**config.mk**
```make
export PLATFORM = sky130hd
export DESIGN_NAME = motor_clock_divider
export DESIGN_NICKNAME = d
export VERILOG_FILES = /design/src/rtl/motor_clock_divider.sv
export SDC_FILE = /design/constraint.sdc
export NUM_CORES = 1
export LEC_CHECK = 0
export BUFFER_PORTS_ARGS = -buffer_cell sky130_fd_sc_hd__clkbuf_2
export CAP_MARGIN = 0
export CELL_PAD_IN_SITES_DETAIL_PLACEMENT = 1
export CELL_PAD_IN_SITES_GLOBAL_PLACEMENT = 2
export CORE_MARGIN = 5
export CORE_UTILIZATION = 41
export DETAILED_ROUTE_END_ITERATION = 8
export GPL_ROUTABILITY_DRIVEN = 0
export GPL_TIMING_DRIVEN = 0
export PLACE_DENSITY_LB_ADDON = 0.1
export SETUP_SLACK_MARGIN = 0.02
export SYNTH_ARGS = -nofsm -noshare
export SYNTH_HDL_FRONTEND = slang
export SYNTH_SLANG_ARGS = --single-unit
```
**constraint.sdc**
```tcl
create_clock -name clock -period 13.35 [get_ports clock]
set_clock_uncertainty 0.15 [all_clocks]
set_input_delay 0 -clock clock [delete_from_list [all_inputs] [get_ports clock]]
set_output_delay 0 -clock clock [all_outputs]
set_load 0.01 [all_outputs]
```
**src/rtl/motor_clock_divider.sv**
```systemverilog
`timescale 1ns/1ps
`default_nettype none
// ============================================================================
//  Module   : motor_clock_divider
//  Purpose  : Glitch-free programmable integer divider producing the motor step
//             clock; divisor updates land only on period boundaries.
//  Revision : 1.0
// ============================================================================
module motor_clock_divider #(
    parameter int WIDTH       = 16,
    parameter int DEFAULT_DIV = 4
) (
    input  logic             clock,
    input  logic             reset,
    input  logic             enable,
    input  logic [WIDTH-1:0] div_data,
    input  logic             div_valid,
    output logic             div_ready,
    output logic             clk_div,
    output logic             tick,
    output logic [WIDTH-1:0] active_div
);

    localparam logic [WIDTH-1:0] C_ONE     = WIDTH'(1);
    localparam logic [WIDTH-1:0] C_MIN_DIV = WIDTH'(2);
    localparam logic [WIDTH-1:0] C_DEFAULT = (DEFAULT_DIV < 2) ? C_MIN_DIV : WIDTH'(DEFAULT_DIV);

    typedef enum logic [1:0] {
        S_IDLE  = 2'd0,
        S_RUN   = 2'd1,
        S_DRAIN = 2'd2
    } state_t;

    state_t           state_q, state_d;
    logic [WIDTH-1:0] cnt_q, cnt_d;
    logic [WIDTH-1:0] active_q, active_d;
    logic [WIDTH-1:0] pend_q, pend_d;
    logic             pend_full_q, pend_full_d;
    logic             clk_div_q, clk_div_d;
    logic             tick_q, tick_d;

    logic             w_terminal;
    logic             w_capture;
    logic             w_apply;
    logic [WIDTH-1:0] w_high_len;

    always_comb begin
        w_terminal  = (state_q != S_IDLE) && (cnt_q == (active_q - C_ONE));
        w_capture   = div_valid && !pend_full_q;
        w_apply     = pend_full_q && ((state_q == S_IDLE) || w_terminal);

        state_d     = state_q;
        cnt_d       = cnt_q;
        active_d    = w_apply ? pend_q : active_q;
        pend_d      = pend_q;
        pend_full_d = pend_full_q;

        if (w_capture) begin
            pend_d      = (div_data < C_MIN_DIV) ? C_MIN_DIV : div_data;
            pend_full_d = 1'b1;
        end else if (w_apply) begin
            pend_full_d = 1'b0;
        end

        case (state_q)
            S_IDLE: begin
                if (enable) state_d = S_RUN;
            end
            S_RUN: begin
                // Enable dropping on the last cycle already completes the period.
                if (!enable) state_d = w_terminal ? S_IDLE : S_DRAIN;
            end
            S_DRAIN: begin
                if (enable)          state_d = S_RUN;
                else if (w_terminal) state_d = S_IDLE;
            end
            default: state_d = S_IDLE;
        endcase

        if (state_d == S_IDLE || state_q == S_IDLE || w_terminal) cnt_d = '0;
        else                                                      cnt_d = cnt_q + C_ONE;

        // High phase is ceil(N/2), written to avoid overflow of N+1.
        w_high_len = active_d - (active_d >> 1);
        clk_div_d  = (state_d != S_IDLE) && (cnt_d < w_high_len);
        tick_d     = (state_d != S_IDLE) && (cnt_d == '0);
    end

    always_ff @(posedge clock or posedge reset) begin
        if (reset) begin
            state_q     <= S_IDLE;
            cnt_q       <= '0;
            active_q    <= C_DEFAULT;
            pend_q      <= '0;
            pend_full_q <= 1'b0;
            clk_div_q   <= 1'b0;
            tick_q      <= 1'b0;
        end else begin
            state_q     <= state_d;
            cnt_q       <= cnt_d;
            active_q    <= active_d;
            pend_q      <= pend_d;
            pend_full_q <= pend_full_d;
            clk_div_q   <= clk_div_d;
            tick_q      <= tick_d;
        end
    end

    assign div_ready  = !pend_full_q;
    assign clk_div    = clk_div_q;
    assign tick       = tick_q;
    assign active_div = active_q;

endmodule
`default_nettype wire

```
# [Yosys cells after proc, flatten, opt, wreduce, memory -nomap -nowiden]
# Index checks and enable logic that the tools add are counted.
[word_totals] romBits=0 reg_bits=53 ramBits=0 inputBits=20 n_memories=0 latchBits=0 elab_cells=41
[classes] add_sub_neg=3 n_lt_le_gt_ge=2 bitwise=0 shifts=0 eq_ne=3 div=0 reduce_logical=15 mux=11 multipliers=0
[op_table] op="16-bit 2-to-1 mux" count=3
[op_table] op="16-bit by 1-bit adder with 16-bit output (second input constant)" count=1
[op_table] op="16-bit equality test" count=1
[op_table] op="16-bit logical NOT" count=1
[op_table] op="16-bit less-than comparator" count=1
[op_table] op="16-bit by 2-bit less-than comparator with 1-bit output (second input constant)" count=1
[op_table] op="16-bit by 1-bit subtractor with 16-bit output (second input constant)" count=1
[op_table] op="16-bit by 15-bit subtractor with 16-bit output" count=1
[op_table] op="2-bit 2-to-1 mux" count=5
[op_table] op="2-bit case mux with 3 select lines" count=1
[op_table] op="2-bit nonzero test" count=3
[op_table] op="1-bit logical AND" count=5
[op_table] op="2-bit logical NOT" count=2
[op_table] op="1-bit logical OR" count=3
[op_table] op="2-bit by 1-bit equality test with 1-bit output (second input constant)" count=1
[op_table] op="2-bit equality test (second input constant)" count=1
[op_table] op="1-bit 2-to-1 mux" count=2
[op_table] op="1-bit logical NOT" count=1

# [Depth between registers and ports, before layout]
[depth] ltp_word=12 mapped_depth=28 ltp_nobuf=27

# [Worst setup path before layout]
# No wires, ideal clock.
[synth_path] path_kind="register to register" from="register active_q[0] (netlist: active_div[0])" to="register clk_div_q (netlist: clk_div)" setup_time_ns=0.094 required_ns=13.106 slack_ns=6.686 arrival_ns=6.420 synth_period_minus_slack_ns=6.664 path_stages_with_launch=27 path_buffers=1 path_cell_list="dfrtp_1 inv_1 ha_1 or3b_4 or4_1 a211oi_1 and4_1 o2111ai_1 or3_1 a21oi_2 buf_6 mux2_1 ha_1 nor2b_1 o31a_1 o311ai_0 a31oi_1 and4_1 a2111oi_0 a21oi_1 xnor2_1 ha_1 nand4_1 nor3_1 a2111oi_0 o21ai_0 a211oi_1"
[synth_rtl] element="start: declaration" line="36" source="logic [WIDTH-1:0] active_q, active_d;"
[synth_rtl] element="start signal: assignment" line="101" source="active_q <= active_d;"
[synth_rtl] element="16-bit by 1-bit subtractor with 16-bit output" line="48" source="w_terminal = (state_q != S_IDLE) && (cnt_q == (active_q - C_ONE));"
[synth_rtl] element="16-bit equality test" line="48"
[synth_rtl] element="1-bit logical AND" line="48"
[synth_rtl] element="1-bit logical OR" line="50" source="w_apply = pend_full_q && ((state_q == S_IDLE) || w_terminal);"
[synth_rtl] element="1-bit logical AND" line="50"
[synth_rtl] element="16-bit 2-to-1 mux" line="54" source="active_d = w_apply ? pend_q : active_q;"
[synth_rtl] element="net active_d[1]" line="36"
[synth_rtl] element="16-bit by 15-bit subtractor with 16-bit output" line="84" source="w_high_len = active_d - (active_d >> 1);"
[synth_rtl] element="16-bit less-than comparator" line="85" source="clk_div_d = (state_d != S_IDLE) && (cnt_d < w_high_len);"
[synth_rtl] element="1-bit logical AND" line="85"
[synth_rtl] element="net clk_div_d" line="39" source="logic clk_div_q, clk_div_d;"
[synth_rtl] element="end signal: assignment" line="104" source="clk_div_q <= clk_div_d;"
[synth_rtl] element="end: declaration" line="39"
# The timed path passes the listed nets, and every way through them passes these cells.
# A chain may end at the register's enable or synchronous reset.

# [Final worst setup path]
# Same ends and word-level chain as after synthesis.

==> metrics <==
outcome=finished clean; EDFF count, synth=0; Worst setup EP type=register; Crit path top cell by count=ha_1; async set or reset register ratio after synthesis=1.000; Final Cell Area=4717 sq um; via count=3424; clk_lat worst skew=0.31 ns; Slew headroom=0.3537; RSZ-0062 raised after global routing=no; critical path arrival=8.02 ns; ANT cells=0; Synth Flop Type=dfrtp_1; clock root buffer=clkbuf_8; I/O pin count=39; synth warn=0; worst slack at placement=5.359 ns; final WL=11260 um; grt ovf=0; Post-Syn Area=4053 sq um; VDD IR max=0.1022 mV; DR vias/cell=5.487; DR WL/cell=18.05 um; critical path class=register to register; Port-buffer cells=38; Nets=543; global-route usage over all layers=0.2040; vias in the first global route=3738; Layout Cells excl Fill=624; largest net degree at the start of global routing=30; Pre-Repair DR Iteration Count=4; CP startpoint kind=register; slowest CP cell=a2111oi_0; share of cells above drive strength 1=0.1589; Setup-failing EPs final=0; Synth cell types=65; die extent in x=109.4 um; Worst Tran Pin Value=0.9606 ns; Hold Vio Cnt, Final=0; CP top delay family=compound AO/OA/AOI/OAI gates; Die Height=109.4 um; count leader, synth=dfrtp_1; hold crit path type=input pin to async pin; #FFs+latches synth=53; leading cell types by count after synthesis=dfrtp_1, nor2_1, ha_1; Max clock buf depth=2; sequential fraction of the synthesis area=0.3276; Cell Pwr Density=249.4 nW/um^2; Post-DP HPWL=9006 um; fin. max-slew vios=0; first-pass GRT wire length=19000 um; cts bufs inserted=5; sum of negative setup slack=0 ns; worst endpoint required time=13.42 ns; top cell type's share of synthesized area=0.3211; biggest cell delay along the critical path=0.78 ns; drt drc=0; ranking of synthesized cells by area=dfrtp_1, ha_1, mux2i_1; Crit Path Max Fanout=10; worst setup margin=5.394 ns; worst path bufs/invs=2; Leakage Power=2.041 nW; Avg Inst Size Synth=9.558 sq um; Die Area=11970 sq um; Fmax=125.7 MHz; dpl cells=596; Post-Place Cell Area=4429 sq um; initial antenna violation count=0; Syn Inst Count=424; Clock transition at path regs=0.11 ns; CTS tree=yes; filler cell count=1141; P&R area growth vs syn=16.39%; Cell Rows=36; Tmin final=7.956 ns; Sink Count=53; number of max-cap violations=0; Net Count, Synth=477; crit share post-route=0.5959; CORE AREA=9729 sq um; Initial Util=0.4165; leading area contributor after synthesis=dfrtp_1; Detail Route Antenna Nets=0; Initial DRC Count=95; Clock H-tree levels=2
-- path summary, 6_finish.rpt --
| kind | endpoint | slack, ns | start | cells past startpoint |
|---|---|---|---|---|
| min in group clock | state_q[1] | 0.27 | enable | 3 |
| min reg2reg | pend_q[15] | 0.39 | pend_q[15] | 1 |
| max reg2reg | clk_div | 5.39 | active_div[0] | 26 |
| min | pend_q[2] | 0.18 | reset | 3 |
| max | clk_div | 5.39 | active_div[0] | 26 |
| max in group asynchronous | active_div[2] | 12.24 | reset | 4 |
-- worst reg2reg max path: cells and delay by family, from the launching register on --
family	cells	cell delay (ns)
and+or+nand+nor	8	2.11
buffers and inverters	2	0.34
adders and majority gates	3	0.78
muxes	1	0.39
DFF	1	0.47
AOI/OAI and AO/OA	11	3.40
xor gates and xnor gates	1	0.23
-- metrics by stage --
step / util / hold slack [ns] / power (mW)
2_1_floorplan: - / -0.07192 / 0.8428
6_report: 0.4848 / 0.1766 / 1.176
3_5_place_dp: 0.4552 / -0.05028 / 1.082
4_1_cts: 0.4848 / 0.1602 / 1.188
5_1_grt: 0.4848 / 0.2418 / 1.303
3_3_place_gp: 0.4532 / 0.06409 / 1.045
-- flip-flops by register name, summed over array words and instances, names as in the netlist --
register     cells
active_div      16
clk_div          1
cnt_q           16
pend_full_q      1
pend_q          16
state_q          2
tick             1
-- routing by layer --
layer	share of wire	global-route usage	vias to the layer above
li1	-	-	1681
met1	0.47	0.2667	1700
met2	0.50	0.3636	36
met3	0.026	0.02408	7
met4	0.0093	0.03918	0
met5	0	0	-
-- cell families (layout without fill, tap and decap cells) --
| logic type | after synthesis | in the layout | share of synthesized area |
|---|---|---|---|
| adders and majority gates | 33 | 33 | 0.1037 |
| AOI/OAI and AO/OA | 69 | 69 | 0.1170 |
| buffers and inverters | 33 | 100 | 0.03766 |
| DFF | 53 | 53 | 0.3276 |
| xor gates and xnor gates | 44 | 44 | 0.09509 |
| muxes | 49 | 49 | 0.1297 |
| and+or+nand+nor | 143 | 143 | 0.1893 |
-- layout make-up --
| cell class | count | area [sq um] | share of cell area |
|---|---|---|---|
| Tap cell | 133 | 166.4 | 0.03528 |
| Clock inverter | 2 | 15.01 | 0.003183 |
| Sequential cell | 53 | 1328 | 0.2814 |
| Inverter | 12 | 45.04 | 0.009549 |
| Timing Repair Buffer | 59 | 410.4 | 0.08700 |
| Multi-Input combinational cell | 338 | 2572 | 0.5454 |
| Clock buffer | 6 | 72.57 | 0.01538 |
| Buffer | 21 | 107.6 | 0.02281 |
-- layout by cell type (no fill, tap or decap), types with 3 or more instances in the layout --
master,n
nor3_1,17
nand2_1,14
dlygate4sd3_1,20
clkbuf_8,5
or4_1,3
ha_1,32
o21ai_0,13
dfrtp_1,52
o21a_1,5
mux2i_1,21
or3_1,5
xnor2_1,20
nor4_1,8
nand2b_1,4
nor2b_1,8
o211ai_1,3
a21oi_1,11
nor2_1,39
inv_1,10
buf_6,3
nand3_1,13
and3_1,5
clkbuf_2,39
or2_2,3
mux2_2,15
o31ai_1,3
xor2_1,24
nand4_1,7
clkbuf_1,15
and4_1,3
and2_1,4
a31oi_1,5
a21o_1,6
mux2_1,13
-- repair_timing --
item | in CTS | in global routing
buffers inserted | 0 | 0
gates resized for setup | 0 | 0
hold buffers | 20 | 0
hold endpoints to repair | 49 | 0
-- power by group --
part	switching (mW)	leakage (nW)	internal, mW
combinational	0.455	1.35	0.347
sequential	0.0656	0.654	0.212
clock	0.0594	0.0374	0.0372
total	0.580	2.04	0.597
(Power assumes the default switching activity.)
